File: config.mk
export PLATFORM = sky130hd
export DESIGN_NAME = mult_share_sched
export DESIGN_NICKNAME = d
export VERILOG_FILES = /design/src/rtl/mult_share_sched.sv
export SDC_FILE = /design/constraint.sdc
export NUM_CORES = 1
export LEC_CHECK = 0
export BUFFER_PORTS_ARGS = -buffer_cell sky130_fd_sc_hd__buf_4
export CAP_MARGIN = 5
export CORE_MARGIN = 2
export CORE_UTILIZATION = 54
export DETAILED_ROUTE_END_ITERATION = 12
export PLACE_DENSITY_LB_ADDON = 0.12
export REMOVE_ABC_BUFFERS = 1
export SYNTH_ARGS = -nofsm -noshare
export SYNTH_HDL_FRONTEND = slang
export SYNTH_SLANG_ARGS = --single-unit
File: constraint.sdc
create_clock -name Clk -period 2.6 [get_ports Clk]
set_input_delay 0.65 -clock Clk [delete_from_list [all_inputs] [get_ports Clk]]
set_output_delay 0.65 -clock Clk [all_outputs]
set_load 0.03 [all_outputs]
File: src/rtl/mult_share_sched.sv
// Round-robin scheduler that shares one 8x8 signed shift-add multiplier datapath
// between two requesters and returns the product over a valid/ready response.
module mult_share_sched #(
    parameter int unsigned TIMEOUT = 32,
    parameter int unsigned RR_INIT = 0
) (
    input  logic        Clk,
    input  logic        Reset,
    input  logic        req0_valid,
    input  logic [7:0]  req0_a,
    input  logic [7:0]  req0_b,
    output logic        req0_ready,
    input  logic        req1_valid,
    input  logic [7:0]  req1_a,
    input  logic [7:0]  req1_b,
    output logic        req1_ready,
    output logic        rsp_valid,
    input  logic        rsp_ready,
    output logic        rsp_id,
    output logic [15:0] rsp_product,
    output logic        rsp_err,
    output logic [7:0]  dp_sw,
    output logic        dp_clra_ldb,
    output logic        dp_run,
    input  logic        dp_done,
    input  logic [15:0] dp_product
);

    localparam int unsigned CW = 8;
    localparam int unsigned OW = 8;
    localparam int unsigned PW = 16;

    typedef enum logic [2:0] {IDLE, LOADB, SETA, WAIT, RESP} state_t;

    state_t        state, state_n;
    logic [CW-1:0] cnt, cnt_n;
    logic          last_grant;
    logic          gnt, gnt_id;
    logic [OW-1:0] a_q, b_q, gnt_a, gnt_b;
    logic          id_q;

    logic          req0_ready_n, req1_ready_n, rsp_valid_n, rsp_id_n, rsp_err_n;
    logic [PW-1:0] rsp_product_n;
    logic [OW-1:0] dp_sw_n;
    logic          dp_clra_ldb_n, dp_run_n;

    assign gnt_a = gnt_id ? req1_a : req0_a;
    assign gnt_b = gnt_id ? req1_b : req0_b;

    // State, job context and registered outputs
    always_ff @(posedge Clk) begin
        if (Reset) begin
            state       <= IDLE;
            cnt         <= '0;
            last_grant  <= 1'(RR_INIT);
            a_q         <= '0;
            b_q         <= '0;
            id_q        <= 1'b0;
            req0_ready  <= 1'b0;
            req1_ready  <= 1'b0;
            rsp_valid   <= 1'b0;
            rsp_id      <= 1'b0;
            rsp_product <= '0;
            rsp_err     <= 1'b0;
            dp_sw       <= '0;
            dp_clra_ldb <= 1'b0;
            dp_run      <= 1'b0;
        end else begin
            state       <= state_n;
            cnt         <= cnt_n;
            if (state == IDLE && gnt) begin
                last_grant <= gnt_id;
                a_q        <= gnt_a;
                b_q        <= gnt_b;
                id_q       <= gnt_id;
            end
            req0_ready  <= req0_ready_n;
            req1_ready  <= req1_ready_n;
            rsp_valid   <= rsp_valid_n;
            rsp_id      <= rsp_id_n;
            rsp_product <= rsp_product_n;
            rsp_err     <= rsp_err_n;
            dp_sw       <= dp_sw_n;
            dp_clra_ldb <= dp_clra_ldb_n;
            dp_run      <= dp_run_n;
        end
    end

    // Arbitration and sequencing; a tie goes to whoever was not granted last
    always_comb begin
        state_n = state;
        cnt_n   = cnt;
        gnt     = 1'b0;
        gnt_id  = last_grant;
        case (state)
            IDLE: begin
                if (req0_valid && req1_valid) begin
                    gnt    = 1'b1;
                    gnt_id = ~last_grant;
                end else if (req0_valid) begin
                    gnt    = 1'b1;
                    gnt_id = 1'b0;
                end else if (req1_valid) begin
                    gnt    = 1'b1;
                    gnt_id = 1'b1;
                end
                if (gnt) begin
                    state_n = LOADB;
                    cnt_n   = '0;
                end
            end
            LOADB: begin
                if (cnt == CW'(1)) state_n = SETA;
                else               cnt_n   = cnt + CW'(1);
            end
            SETA: begin
                state_n = WAIT;
                cnt_n   = '0;
            end
            WAIT: begin
                cnt_n = cnt + CW'(1);
                if (dp_done || cnt == CW'(TIMEOUT - 1)) state_n = RESP;
            end
            RESP: begin
                if (rsp_ready) state_n = IDLE;
            end
            default: state_n = IDLE;
        endcase
    end

    // Next values of the registered outputs, keyed on the state being entered
    always_comb begin
        req0_ready_n  = 1'b0;
        req1_ready_n  = 1'b0;
        rsp_valid_n   = (state_n == RESP);
        rsp_id_n      = rsp_id;
        rsp_product_n = rsp_product;
        rsp_err_n     = rsp_err;
        dp_sw_n       = '0;
        dp_clra_ldb_n = 1'b0;
        dp_run_n      = 1'b0;
        case (state_n)
            LOADB: begin
                dp_sw_n       = (state == IDLE) ? gnt_b : b_q;
                dp_clra_ldb_n = 1'b1;
            end
            SETA:  dp_sw_n = a_q;
            WAIT: begin
                dp_sw_n  = a_q;
                dp_run_n = 1'b1;
            end
            default: ;
        endcase
        if (state == IDLE && gnt) begin
            req0_ready_n = ~gnt_id;
            req1_ready_n = gnt_id;
        end
        if (state == WAIT && state_n == RESP) begin
            rsp_id_n      = id_q;
            rsp_product_n = dp_done ? dp_product : '0;
            rsp_err_n     = ~dp_done;
        end
    end

endmodule

==> metrics.cfg, run 1 <==
[drt]
drt_iter0_markers=224
wire_per_inst_um=14.41
post-route-drc-count=0
dr.pass1.iters=4
viasPerCell=5.713
num_vias=2588
drt_wl_total_um=6528
ant_nets=0

[clock_network]
cts_tree=yes
clock_path_buffers=2
cts_resized=0
clkTransAtPathRegs_ns=0.06
cts_hold_repair.buffers=0
clkLatencyLatePin_ns=0.34
cts_root_buf=clkbuf_8
cts_num_sinks=59
h-tree-depth=3
post_cts_buffers=0
cts_buffers=9

[synthesis]
ys_warn_count=0
synth_edf_count=0
ys_ff_latch=59
synth_area_leader_cell=dfxtp_1
synth_top_flop_cell=dfxtp_1
synth_area_leaders=dfxtp_1 (44%), a211oi_1 (7.6%), mux2i_1 (6.3%)
syn_inst=301
synth_common_cells=dfxtp_1 (59), nor2_1 (31), a211oi_1 (27), a21oi_1 (27), o21ai_0 (22)
yosys.area_share.xor_xnor_pct=0
synthArstFlopShare_pct=0
synthAdderAreaFrac_pct=0.9328
synth_compound_area_share_pct=22.06
synth.most_common_cell=dfxtp_1
avgSynthCellArea_um2=8.912
synth_cell_types=42
synth-simple-area-share_pct=20.38
netlist_area_um2=2683
seq_area_frac_synth_pct=44.03
synth_top_area_share_pct=44.03
synth.area.mux_share_pct=6.343
synth_top_family_by_area=compound AO/OA/AOI/OAI gates

[sta]
post-route-min-period_ns=1.986
holdWs_ns=0.4709
setup_slack_ns=0.6137
fin_worst_skew_ns=0.004510
fin_setup_tns_ns=0
fmax_ghz=0.5034
max-slew-margin-rel_pct=64.47
worstMarginPinSlew_ns=0.5256
setup_viol=0
fin_crit_sh_pct=76.40
slew_violations=0
rsz0062_at_grt=false
finalHoldViolCount=0

[floorplanning]
die_area_um2=5547
coreArea_um2=4755
dieWidth_um=74.48
die-height_um=74.48
row_count=25
initial_core_util_pct=56.42
ios=85

[flow_run]
drv_cap=0

[place]
placed_area_um2=3304
dp_slack_ns=0.4171
dp_hpwl_um=4504
gp_congestion=0.7951
port_buffers=84

[global_routing]
grt_util_met2_pct=39.63
grt-busiest-layer=met2
grt_pass1_wl_um=10700
met1_usage_pct=33.03
antenna_found_initial=0
grt_usage_pct=24.92
grt_overflow_total=0
grt_use_met3_pct=4.201
grt_pass1_vias=2365
grt_max_degree=43

[finish]
synthToLayoutAreaGrowth_pct=30.64
final_nets=439
seq_area_um2=1181
fillers=404
fin_area_um2=3505
n_antenna_cell=0
drive_gt1_share_pct=29.27
multi_input_comb_area_um2=1334

[power_and_ir_drop]
leakagePower_nw=1.506
cellPowerDensity_nw_per_um2=675.4
p_seq_share_pct=42.9
peakVddDrop_mv=0.4164
p_clk_share_pct=36.0
p_comb_share_pct=21.1
p_sw_share_pct=27.88
switching_power_uw=659.9
internal-power_mw=1.707

[hold_path]
hold_path_class=reg -> reg

[setup_path]
criticalPathCategory=reg -> reg
crit_required_ns=2.83
worst-path-max-fanout=15
start_kind=register
endpoint_kind=register
critPathArrivalTime_ns=2.22

[outcome]
outcome=completed

## cell usage in the layout (no fill, tap or decap), types with 2 or more instances in the layout
master and instances:
nand4_1 2, o21ai_0 22, mux2i_1 17, dfxtp_1 59, or3_1 9, a21oi_1 27, nor4_1 2, or2_2 2
and3_1 10, nor3_1 2, nand3_1 18, inv_1 4, clkbuf_8 12, ha_1 2, a211oi_1 27, nand2_1 14
a21o_1 2, buf_4 92, nor2b_1 2, o32ai_1 8, nand2b_1 4, nor2_1 31, o21a_1 2
## worst max-delay path, cell delays in order (launching register included)
cell     delay [ns]
dfxtp_1        0.40
or3_4          0.51
nor2_4         0.33
o21ai_1        0.12
buf_4          0.19
o32ai_1        0.31
## sequential cells by signal, summed over array words and instances (netlist names)
register / cells
rsp_product: 16
a_q: 8
b_q: 8
cnt: 8
dp_sw: 8
state: 3
dp_clra_ldb: 1
dp_run: 1
id_q: 1
req0_ready: 1
req1_ready: 1
rsp_err: 1
rsp_id: 1
rsp_valid: 1
## per-layer routing
layer / share of wire, % / vias up
met3: 7.5 / 11
met1: 44 / 1201
met5: 0 / -
met4: 1.4 / 0
li1: - / 1286
met2: 48 / 90
## cell type report
cell class	count	share of cell area [%]
multi-input cells	217	38.06
repair buffers	92	19.71
clock inverters	2	0.9996
well taps	67	2.392
inverters	4	0.4284
clock buffers	12	4.713
flip-flops and latches	59	33.70
## cell families (layout without fill, tap and decap cells)
group | Yosys count | in the layout
compound gates | 93 | 93
fa+ha+maj | 2 | 2
buf+inv | 25 | 110
flops | 59 | 59
mux | 17 | 17
simple gates | 105 | 105
## through the flow
stage          std cells  total power [mW]  utilization [%]
2_1_floorplan        280             1.328                -
3_3_place_gp         439             1.524            69.50
3_5_place_dp         439             1.533            69.50
4_1_cts              453             2.376            73.71
5_1_grt              453             2.471            73.71
6_report             453             2.367            73.71
## power groups by stage
stage                     Sequential [mW]  Combinational, mW  Clock [mW]
after CTS                            1.02              0.499       0.861
after floorplan                      1.08              0.250           0
after global placement               1.03              0.491           0
after detailed placement             1.03              0.498           0
final                                1.02              0.499       0.852
after global routing                 1.02              0.545       0.903
## worst paths after layout
| path | startpoint | to | slack [ns] | cells after the start |
|---|---|---|---|---|
| max | state[0]$_SDFF_PP0_ | dp_sw[6]$_SDFF_PP0_ | 0.61 | 5 |
| min | rsp_product[9]$_SDFFE_PP0P_ | rsp_product[9]$_SDFFE_PP0P_ | 0.47 | 2 |
| min reg2reg | rsp_product[9]$_SDFFE_PP0P_ | rsp_product[9]$_SDFFE_PP0P_ | 0.47 | 2 |
| max reg2reg | state[0]$_SDFF_PP0_ | dp_sw[6]$_SDFF_PP0_ | 0.61 | 5 |
No activity file was read; power rests on OpenSTA's default activity.
==> run 2, diff against run 1 <==
Settings changed: CORE_UTILIZATION 54 to 51.
Clock period 2.6 ns to 1.9 ns, I/O delays scaled along.
==> run 2 against run 1 <==
Against the previous run: critical path depth increased by 1; power increased by 37%; register-to-register slack got worse by 0.54 ns; critical endpoint is now cnt[7]$_SDFFE_PP0P_; largest cell class unchanged.
==> metrics.cfg, run 2 (synthesis gave the netlist of run 1 again) <==
[sta]
rsz0062_at_grt=false
setup_viol=0
fin_worst_skew_ns=0.004170
fmax_ghz=0.5468
fin_crit_sh_pct=96.26
post-route-min-period_ns=1.829
finalHoldViolCount=0
slew_violations=0
worstMarginPinSlew_ns=0.5228
max-slew-margin-rel_pct=64.66

[clock_network]
clkLatencyLatePin_ns=0.34
cts_buffers=9
clkTransAtPathRegs_ns=0.06
cts_num_sinks=59
post_cts_buffers=0
h-tree-depth=3
cts_root_buf=clkbuf_8
cts_tree=yes
clock_path_buffers=2

[floorplanning]
dieWidth_um=76.53
ios=85
coreArea_um2=5107
die_area_um2=5856
initial_core_util_pct=52.52
die-height_um=76.53
row_count=26

[global_routing]
grt_max_degree=21
antenna_found_initial=0
grt_pass1_vias=2490
grt_pass1_wl_um=11430
grt_usage_pct=24.29
grt_overflow_total=0

[place]
gp_congestion=0.8068
port_buffers=84
dp_hpwl_um=4869
placed_area_um2=3411

[flow_run]
drv_cap=0

[setup_path]
start_kind=register
criticalPathCategory=reg -> reg
regToRegSetupSlack_ns=0.07
worst-path-max-fanout=12
crit_required_ns=2.18
critPathArrivalTime_ns=2.11
endpoint_kind=register

[finish]
largest_reg_flops=16
largest-register=rsp_product
layout_commonest_cell=buf_4
fin_area_um2=3611
n_antenna_cell=0
final_nets=451
final_cell_mix=buf_4 (103), dfxtp_1 (57), nor2_1 (31)
drive_gt1_share_pct=31.83
synthToLayoutAreaGrowth_pct=34.61

[hold_path]
hold_path_class=in -> reg

[outcome]
outcome=completed

[drt]
post-route-drc-count=0
ant_nets=0
drt_iter0_markers=176
wire_per_inst_um=14.56
viasPerCell=5.467
num_vias=2564
dr.pass1.iters=4
drt_wl_total_um=6830

[power_and_ir_drop]
cellPowerDensity_nw_per_um2=900.6
p_total_mw=3.252
peakVddDrop_mv=0.5588
leakagePower_nw=1.566

==> run 2: metal layers <==
metal	track usage [%]	wire [um]	vias up
li1	-	-	1300
met1	31.59	3065	1184
met2	39.03	3283	68
met3	4.265	343	12
met4	11.82	138	0
met5	0	0	-
==> run 2: worst paths after layout <==
path,from,cells after the start,end
worst max register to register,cnt[0]$_SDFFE_PP0P_,6,cnt[7]$_SDFFE_PP0P_
worst min-delay path,dp_product[12],3,rsp_product[12]$_SDFFE_PP0P_
worst max-delay path,cnt[0]$_SDFFE_PP0P_,6,cnt[7]$_SDFFE_PP0P_
worst min register to register,a_q[6]$_SDFFE_PP0P_,2,dp_sw[6]$_SDFF_PP0_
==> run 2: final cells by class <==
class                   count  area [um^2]
fillers                   432         1496
multi-input cells         217         1338
flip-flops and latches     59         1184
repair buffers            104        793.3
clock buffers              13        158.9
well taps                  70        87.58
clock inverters             2        35.03
inverters                   4        15.01
==> run 2: critical path, stage by stage, from the launching register on <==
cell	delay, ns
dfxtp_1	0.35
ha_1	0.21
nor4b_1	0.17
a311o_1	0.34
buf_4	0.17
or4_1	0.46
nand2_1	0.08
==> run 2: timing repair <==
action | in CTS | in global routing
resized for setup | 0 | 3
hold buffers | 0 | 0
endpoints found under the hold margin | 0 | 0
endpoints found under the setup margin | 0 | 11
==> run 2: stage by stage <==
stage | TNS (ns) | hold WS [ns] | worst slack (ns) | utilization [%] | cells
floorplan | -4.468 | 0.4409 | -0.2458 | - | 280
global placement | 0 | 0.4552 | 0.04232 | 66.78 | 454
detailed placement | 0 | 0.4669 | 0.02573 | 66.78 | 454
CTS | 0 | 0.3991 | 0.01952 | 70.58 | 469
global route | 0 | 0.4189 | 0.001678 | 70.70 | 469
finish | 0 | 0.4118 | 0.07102 | 70.70 | 469
==> run 2: power breakdown <==
| part | switching [mW] | internal [mW] |
|---|---|---|
| clock network | 0.465 | 0.669 |
| logic | 0.388 | 0.339 |
| registers | 0.0558 | 1.34 |
